### src/rtl/phase_sequencer.sv
// Instruction phase sequencer: steps the control unit through phases 0..7 and
// supports halt-at-phase-4, resume, single-step mode and a retired-instruction counter.
module phase_sequencer #(
  parameter int CNT_W = 16
) (
  input  logic             clk,
  input  logic             rst,
  input  logic             halt,
  input  logic             run_req,
  input  logic             step_mode,
  input  logic             step_req,
  output logic [2:0]       phase,
  output logic             running,
  output logic             halted,
  output logic             step_wait,
  output logic [CNT_W-1:0] instr_count
);

  typedef enum logic [1:0] {
    RUN       = 2'd0,
    HALTED    = 2'd1,
    STEP_WAIT = 2'd2
  } state_t;

  localparam logic [CNT_W-1:0] CNT_ONE = {{(CNT_W-1){1'b0}}, 1'b1};

  state_t state;
  logic   resume;

  // A simultaneous run_req and step_req collapse into one resume.
  assign resume = run_req | step_req;

  always_ff @(posedge clk or posedge rst) begin
    if (rst) begin
      state       <= RUN;
      phase       <= 3'd0;
      instr_count <= '0;
      running     <= 1'b1;
      halted      <= 1'b0;
      step_wait   <= 1'b0;
    end else begin
      case (state)
        RUN: begin
          if (phase == 3'd4 && halt) begin
            // Halt wins over step_mode; the instruction parks at phase 4 uncounted.
            state   <= HALTED;
            running <= 1'b0;
            halted  <= 1'b1;
          end else if (phase == 3'd7) begin
            phase       <= 3'd0;
            instr_count <= instr_count + CNT_ONE;
            if (step_mode) begin
              state     <= STEP_WAIT;
              running   <= 1'b0;
              step_wait <= 1'b1;
            end
          end else begin
            phase <= phase + 3'd1;
          end
        end
        HALTED: begin
          if (run_req) begin
            state   <= RUN;
            phase   <= 3'd5;
            running <= 1'b1;
            halted  <= 1'b0;
          end
        end
        STEP_WAIT: begin
          if (resume) begin
            state     <= RUN;
            phase     <= 3'd1;
            running   <= 1'b1;
            step_wait <= 1'b0;
          end
        end
        default: begin
          state     <= RUN;
          phase     <= 3'd0;
          running   <= 1'b1;
          halted    <= 1'b0;
          step_wait <= 1'b0;
        end
      endcase
    end
  end

endmodule
### config.mk
export PLATFORM = sky130hd
export DESIGN_NAME = phase_sequencer
export DESIGN_NICKNAME = d
export VERILOG_FILES = /design/src/rtl/phase_sequencer.sv
export SDC_FILE = /design/constraint.sdc
export NUM_CORES = 1
export LEC_CHECK = 0
export CORE_AREA = 2 2 54 56
export DETAILED_ROUTE_END_ITERATION = 10
export DIE_AREA = 0 0 56 58
export HOLD_SLACK_MARGIN = 0.08
export PLACE_DENSITY_LB_ADDON = 0.2
export SKIP_LAST_GASP = 1
export SLEW_MARGIN = 20
export SYNTH_ARGS = -nofsm -noshare
export SYNTH_HDL_FRONTEND = slang
export SYNTH_SLANG_ARGS = --single-unit
### constraint.sdc
create_clock -name clk -period 2.1 [get_ports clk]
set_input_delay 0.42 -clock clk [delete_from_list [all_inputs] [get_ports clk]]
set_output_delay 0.42 -clock clk [all_outputs]
set_load 0.005 [all_outputs]
==> impl_metrics.ini, run 1 <==
[sta]
fin_ws_ps = 299
final_hold_viol_count = 0
setup_tns_ps = 0
rsz0062_at_grt = false
fin_crit_ps = 1800
relSlewSlack = 0.736
timing.final.crit_share = 0.858
fin_worst_skew_ps = 7.23
worst_slew_pin_slew_ps = 396
max_freq_mhz = 555
drv_slew = 0
setup_violations = 0

[critical_path]
cp_cell_sequence = ha_1 -> ha_1 -> nand2_1 -> nor3_4 -> nand4_1 -> xnor2_1
worst-r2r-cell-count = 6
start_kind = flip-flop
crit_start = phase[0]
endpoint_kind = flip-flop
cpPeakStageDelay_ps = 460
crit_fanout = 7
arrival_ps = 2010
cp_num_buf_inv = 0
worstReg2RegStart = phase[0]
regToRegSetupSlack_ps = 300
crit_top_cell = ha_1
worstPathRequired_ps = 2310
r2r_end = instr_count[13]
worst_path_max_delay_cell = dfrtp_1
path_delay_family = simple AND/OR/NAND/NOR gates
critPathKind = reg -> reg

[place]
hpwlAfterDp_mm = 1.90
port_buffers = 27
place.gp.congestion = 0.775
place_ws_ps = 246

[yosys]
synth_seq_area_share = 0.484
synth_area_sq_mm = 0.00124
yosys.area.top_type = dfrtp_1
synth_area_leaders = dfrtp_1 46%, xnor2_1 9.2%, ha_1 8.0%, nand3_1 4.0%, nand2_1 3.0%
synthCells = 113
async_flop_share = 1.00
ys_types = 29
syn_avg_cell_area_sq_um = 11.0
ys_ff_latch = 24
synth_top_area_share = 0.463
syn_nets = 127
synth-edff-count = 0
synth_warnings = 0
synth_ff_type = dfrtp_1

[drt]
ant_nets = 0
drcViolationCount = 0
wl_per_cell_um = 13.7
firstDrtPassIters = 4
routed_wl_mm = 2.42
routed_via_density = 5.28
dr_total_vias = 929
drt_iter0_drc = 31

[grt]
grt.total_usage = 0.163
met1_usage = 0.186
antenna_found_initial = 0
grtUsageMet3 = 0.0246
grt_start_max_net_pins = 16
grt_pass1_vias = 940
grt-busiest-layer = met2
gr-total-overflow = 0
met2_usage = 0.299
grt_pass1_wl_mm = 4.13

[finish]
diodes = 0
nFillCells = 244
drive_gt1_frac = 0.103
multiInputGateArea_sq_um = 597
syn2layout_area_growth_pct = 27.8
final-seq-area_sq_um = 602
fin_nets = 160

[die]
rows = 19
boundaryPins = 28
die_y_um = 58
start_util = 0.467
coreArea_sq_mm = 0.00266
dieArea_sq_mm = 0.00325
die_x_um = 56

[outcome]
outcome = complete, no violations

[clock_tree]
clk_pin_slew_ps = 130
cts_setup_buffers = 0
numCtsBuffers = 3
root_buffer = clkbuf_4
clock_sinks = 24
cts-resized-gates = 0
htree_levels = 1
cts_hold_repair.buffers = 0
cts_tree = built
clockBufferDepth = 2
insertion_delay_ps = 310

[pwr]
p_per_area_mw_per_mm2 = 1040
peakVddDrop_v = 0.000606
power.leakage_uw = 0.000682

[run]
maxCapViolations = 0

[hold_path]
hold_path.class = in -> async
-- flip-flops by register name, summed over array words and instances, names as in the netlist --
signal / count
halted: 1
instr_count: 16
phase: 3
running: 1
state: 2
step_wait: 1
-- per-stage QoR --
stage / cell area [sq um] / std cells / power [uW] / util / hold slack [ps]
final: 1590 / 176 / 1640 / 0.597 / 376
after global routing: 1590 / 176 / 1780 / 0.597 / 416
after CTS: 1590 / 176 / 1660 / 0.597 / 385
after detailed placement: 1550 / 172 / 1420 / 0.583 / 467
after global placement: 1550 / 172 / 1390 / 0.583 / 463
after floorplan: 1240 / 113 / 1130 / - / 434
-- layout by cell type, fill, tap and decap left out --
| master | instances |
|---|---|
| nor2b_1 | 1 |
| xor2_1 | 2 |
| xnor2_1 | 13 |
| o21bai_1 | 1 |
| clkbuf_4 | 3 |
| clkdlybuf4s50_1 | 27 |
| o21ai_0 | 5 |
| a21oi_1 | 3 |
| o211ai_1 | 1 |
| ha_1 | 8 |
| nand4_1 | 2 |
| o22a_1 | 2 |
| and3_4 | 1 |
| o22ai_1 | 1 |
| nand3b_1 | 1 |
| and4_1 | 3 |
| dfstp_2 | 1 |
| and2_1 | 1 |
| a22o_1 | 1 |
| clkbuf_8 | 1 |
| inv_1 | 6 |
| nand2b_1 | 2 |
| nor3_4 | 2 |
| mux2_2 | 3 |
| a21oi_2 | 1 |
| nand2_1 | 10 |
| nand3_1 | 10 |
| and3_1 | 2 |
| buf_4 | 3 |
| dfrtp_1 | 23 |
| nor2_1 | 4 |
| nor3_1 | 1 |
-- worst max-delay path by stage --
stage                      endpoint  slack, ps  cells past startpoint
floorplan                  phase[0]        490                      6
global placement           phase[2]        300                      5
detailed placement         phase[2]        250                      5
CTS                 instr_count[13]        310                      6
global route        instr_count[13]        180                      6
finish              instr_count[13]        300                      6
-- synthesized netlist by cell type, drive strengths merged, types with 3 or more instances --
cell and count:
mux2 3, and4 3, o21ai 5, nand3 10, dfrtp 23, ha 8
nor2 4, a21oi 4, inv 6, nor3 3, nand2 10, and3 3
xnor2 13
-- cell type report --
class / instances / area share
clock buffers: 4 / 0.0228
inverters: 6 / 0.0142
multi-input cells: 81 / 0.376
repair buffers: 30 / 0.184
flip-flops and latches: 24 / 0.379
well taps: 31 / 0.0244
-- routing by layer --
layer	up-vias	routed length, um	part of all wire
met2	16	1300	0.54
met4	0	31	0.013
met3	4	74	0.031
met5	-	0	0
li1	453	-	-
met1	456	1010	0.42
-- cells by family after synthesis --
logic type | share of synthesized area
flops | 0.484
compound gates | 0.0775
buf+inv | 0.0362
xor+xnor | 0.106
fa+ha+maj | 0.0805
simple gates | 0.189
mux | 0.0272
-- where the power goes --
| group | leakage [uW] | switching (uW) | internal, uW | total, uW |
|---|---|---|---|---|
| combinational | 0.000347 | 324 | 396 | 720 |
| sequential | 0.000313 | 113 | 573 | 686 |
| clock | 0.0000210 | 134 | 106 | 239 |
| total | 0.000682 | 570 | 1070 | 1640 |
No activity file was read; power rests on OpenSTA's default activity.
==> inputs of run 2 (changes only) <==
--- a/config.mk
+++ b/config.mk
@@ -5,9 +5,9 @@
 export SDC_FILE = /design/constraint.sdc
 export NUM_CORES = 1
 export LEC_CHECK = 0
-export CORE_AREA = 2 2 54 56
+export CORE_AREA = 2 2 64 48
 export DETAILED_ROUTE_END_ITERATION = 10
-export DIE_AREA = 0 0 56 58
+export DIE_AREA = 0 0 66 50
 export HOLD_SLACK_MARGIN = 0.08
 export PLACE_DENSITY_LB_ADDON = 0.2
 export SKIP_LAST_GASP = 1
==> impl_metrics.ini, run 2 (synthesis results as in run 1) <==
[outcome]
outcome = complete, no violations

[critical_path]
path_delay_family = simple AND/OR/NAND/NOR gates
regToRegSetupSlack_ps = 320
cp_cell_sequence = ha_1 -> ha_1 -> nand2_1 -> nor3_4 -> nand3_1 -> xnor2_1
r2r_end = instr_count[8]
critPathKind = reg -> reg
worst_path_max_delay_cell = dfrtp_1
cp_num_buf_inv = 0
endpoint_kind = flip-flop
cpPeakStageDelay_ps = 440
worst-r2r-cell-count = 6
worstPathRequired_ps = 2250
crit_top_cell = ha_1
start_kind = flip-flop
worstReg2RegStart = phase[0]
arrival_ps = 1920
crit_fanout = 6

[drt]
firstDrtPassIters = 4
wl_per_cell_um = 13.2
ant_nets = 0
routed_via_density = 4.99
drcViolationCount = 0
routed_wl_mm = 2.39
dr_total_vias = 904
drt_iter0_drc = 23

[grt]
grt_start_max_net_pins = 25
gr-total-overflow = 0
grt_pass1_wl_mm = 4.30
grt_pass1_vias = 908
antenna_found_initial = 0
grt.total_usage = 0.171

[hold_path]
whs_path_depth = 1
hold_path.class = reg -> reg
whs_endpoint = instr_count[15]
min_from = instr_count[15]

[die]
start_util = 0.464
coreArea_sq_mm = 0.00268
dieArea_sq_mm = 0.00330
die_y_um = 50
die_x_um = 66
boundaryPins = 28
rows = 16

[finish]
fin_nets = 160
diodes = 0
fin_util = 0.602
drive_gt1_frac = 0.103
layout_commonest_cell = clkdlybuf4s50_1
largest_reg_flops = 16
layout_common_cells = 27 x clkdlybuf4s50_1, 23 x dfrtp_1, 13 x xnor2_1
reg.largest.list = instr_count x16, phase x3, state x2
syn2layout_area_growth_pct = 29.8
nFillCells = 236
regMostFlops = instr_count

[sta]
timing.final.crit_share = 0.846
fin_crit_ps = 1780
relSlewSlack = 0.783
setup_tns_ps = 0
drv_slew = 0
final_hold_viol_count = 0
rsz0062_at_grt = false
fin_worst_skew_ps = 6.85
worst_slew_pin_slew_ps = 324
max_freq_mhz = 563
setup_violations = 0

[run]
maxCapViolations = 0

[place]
hpwlAfterDp_mm = 1.85
port_buffers = 27
place.gp.congestion = 0.782

[clock_tree]
clockBufferDepth = 2
numCtsBuffers = 3
cts-resized-gates = 0
cts_tree = built
insertion_delay_ps = 260
cts_setup_buffers = 0
htree_levels = 1
cts_hold_repair.buffers = 0
clk_pin_slew_ps = 80
clock_sinks = 24
root_buffer = clkbuf_8

[pwr]
peakVddDrop_v = 0.000535
power.leakage_uw = 0.000689
p_per_area_mw_per_mm2 = 1050
-- run 2: metrics by stage --
step           power, uW  instances  instance area (sq um)  hold WS, ps  setup slack (ps)
4_1_cts             1720        181                   1610          482               324
2_1_floorplan       1130        113                   1240          434               491
3_5_place_dp        1410        177                   1560          470               260
6_report            1700        181                   1610          479               324
5_1_grt             1860        181                   1610          508               142
3_3_place_gp        1390        177                   1560          460               301
-- run 2: layer usage --
metal / vias up / track usage / share of wire
met4: 0 / 0.0442 / 0.012
met5: - / 0 / 0
met1: 427 / 0.243 / 0.52
li1: 454 / - / -
met2: 19 / 0.251 / 0.43
met3: 4 / 0.0548 / 0.037
-- run 2: worst max-delay path by stage --
stage / slack [ps] / start / cells past startpoint / endpoint
final: 320 / phase[0] / 6 / instr_count[8]
after CTS: 320 / phase[0] / 6 / instr_count[15]
after detailed placement: 260 / halt / 5 / instr_count[15]
after global routing: 140 / phase[0] / 6 / instr_count[10]
after floorplan: 490 / state[0] / 6 / phase[0]
after global placement: 300 / halt / 5 / instr_count[15]
-- run 2: area by class of cell --
type	instances	area (sq um)	share of cell area
clock buffer	4	55.1	0.0341
multi-input combinational	81	597	0.370
sequential	24	602	0.373
inverter	6	22.5	0.0140
timing repair buffer	30	293	0.181
tap	36	45.0	0.0279
-- run 2: worst register-to-register path: stages (launching register included) --
cell and delay (ps):
dfrtp_1 440, ha_1 190, ha_1 210, nand2_1 180
nor3_4 330, nand3_1 170, xnor2_1 150
-- run 2: power by group --
part           switching [uW]  internal, uW
Clock                     134           167
Combinational             315           397
Sequential                112           574
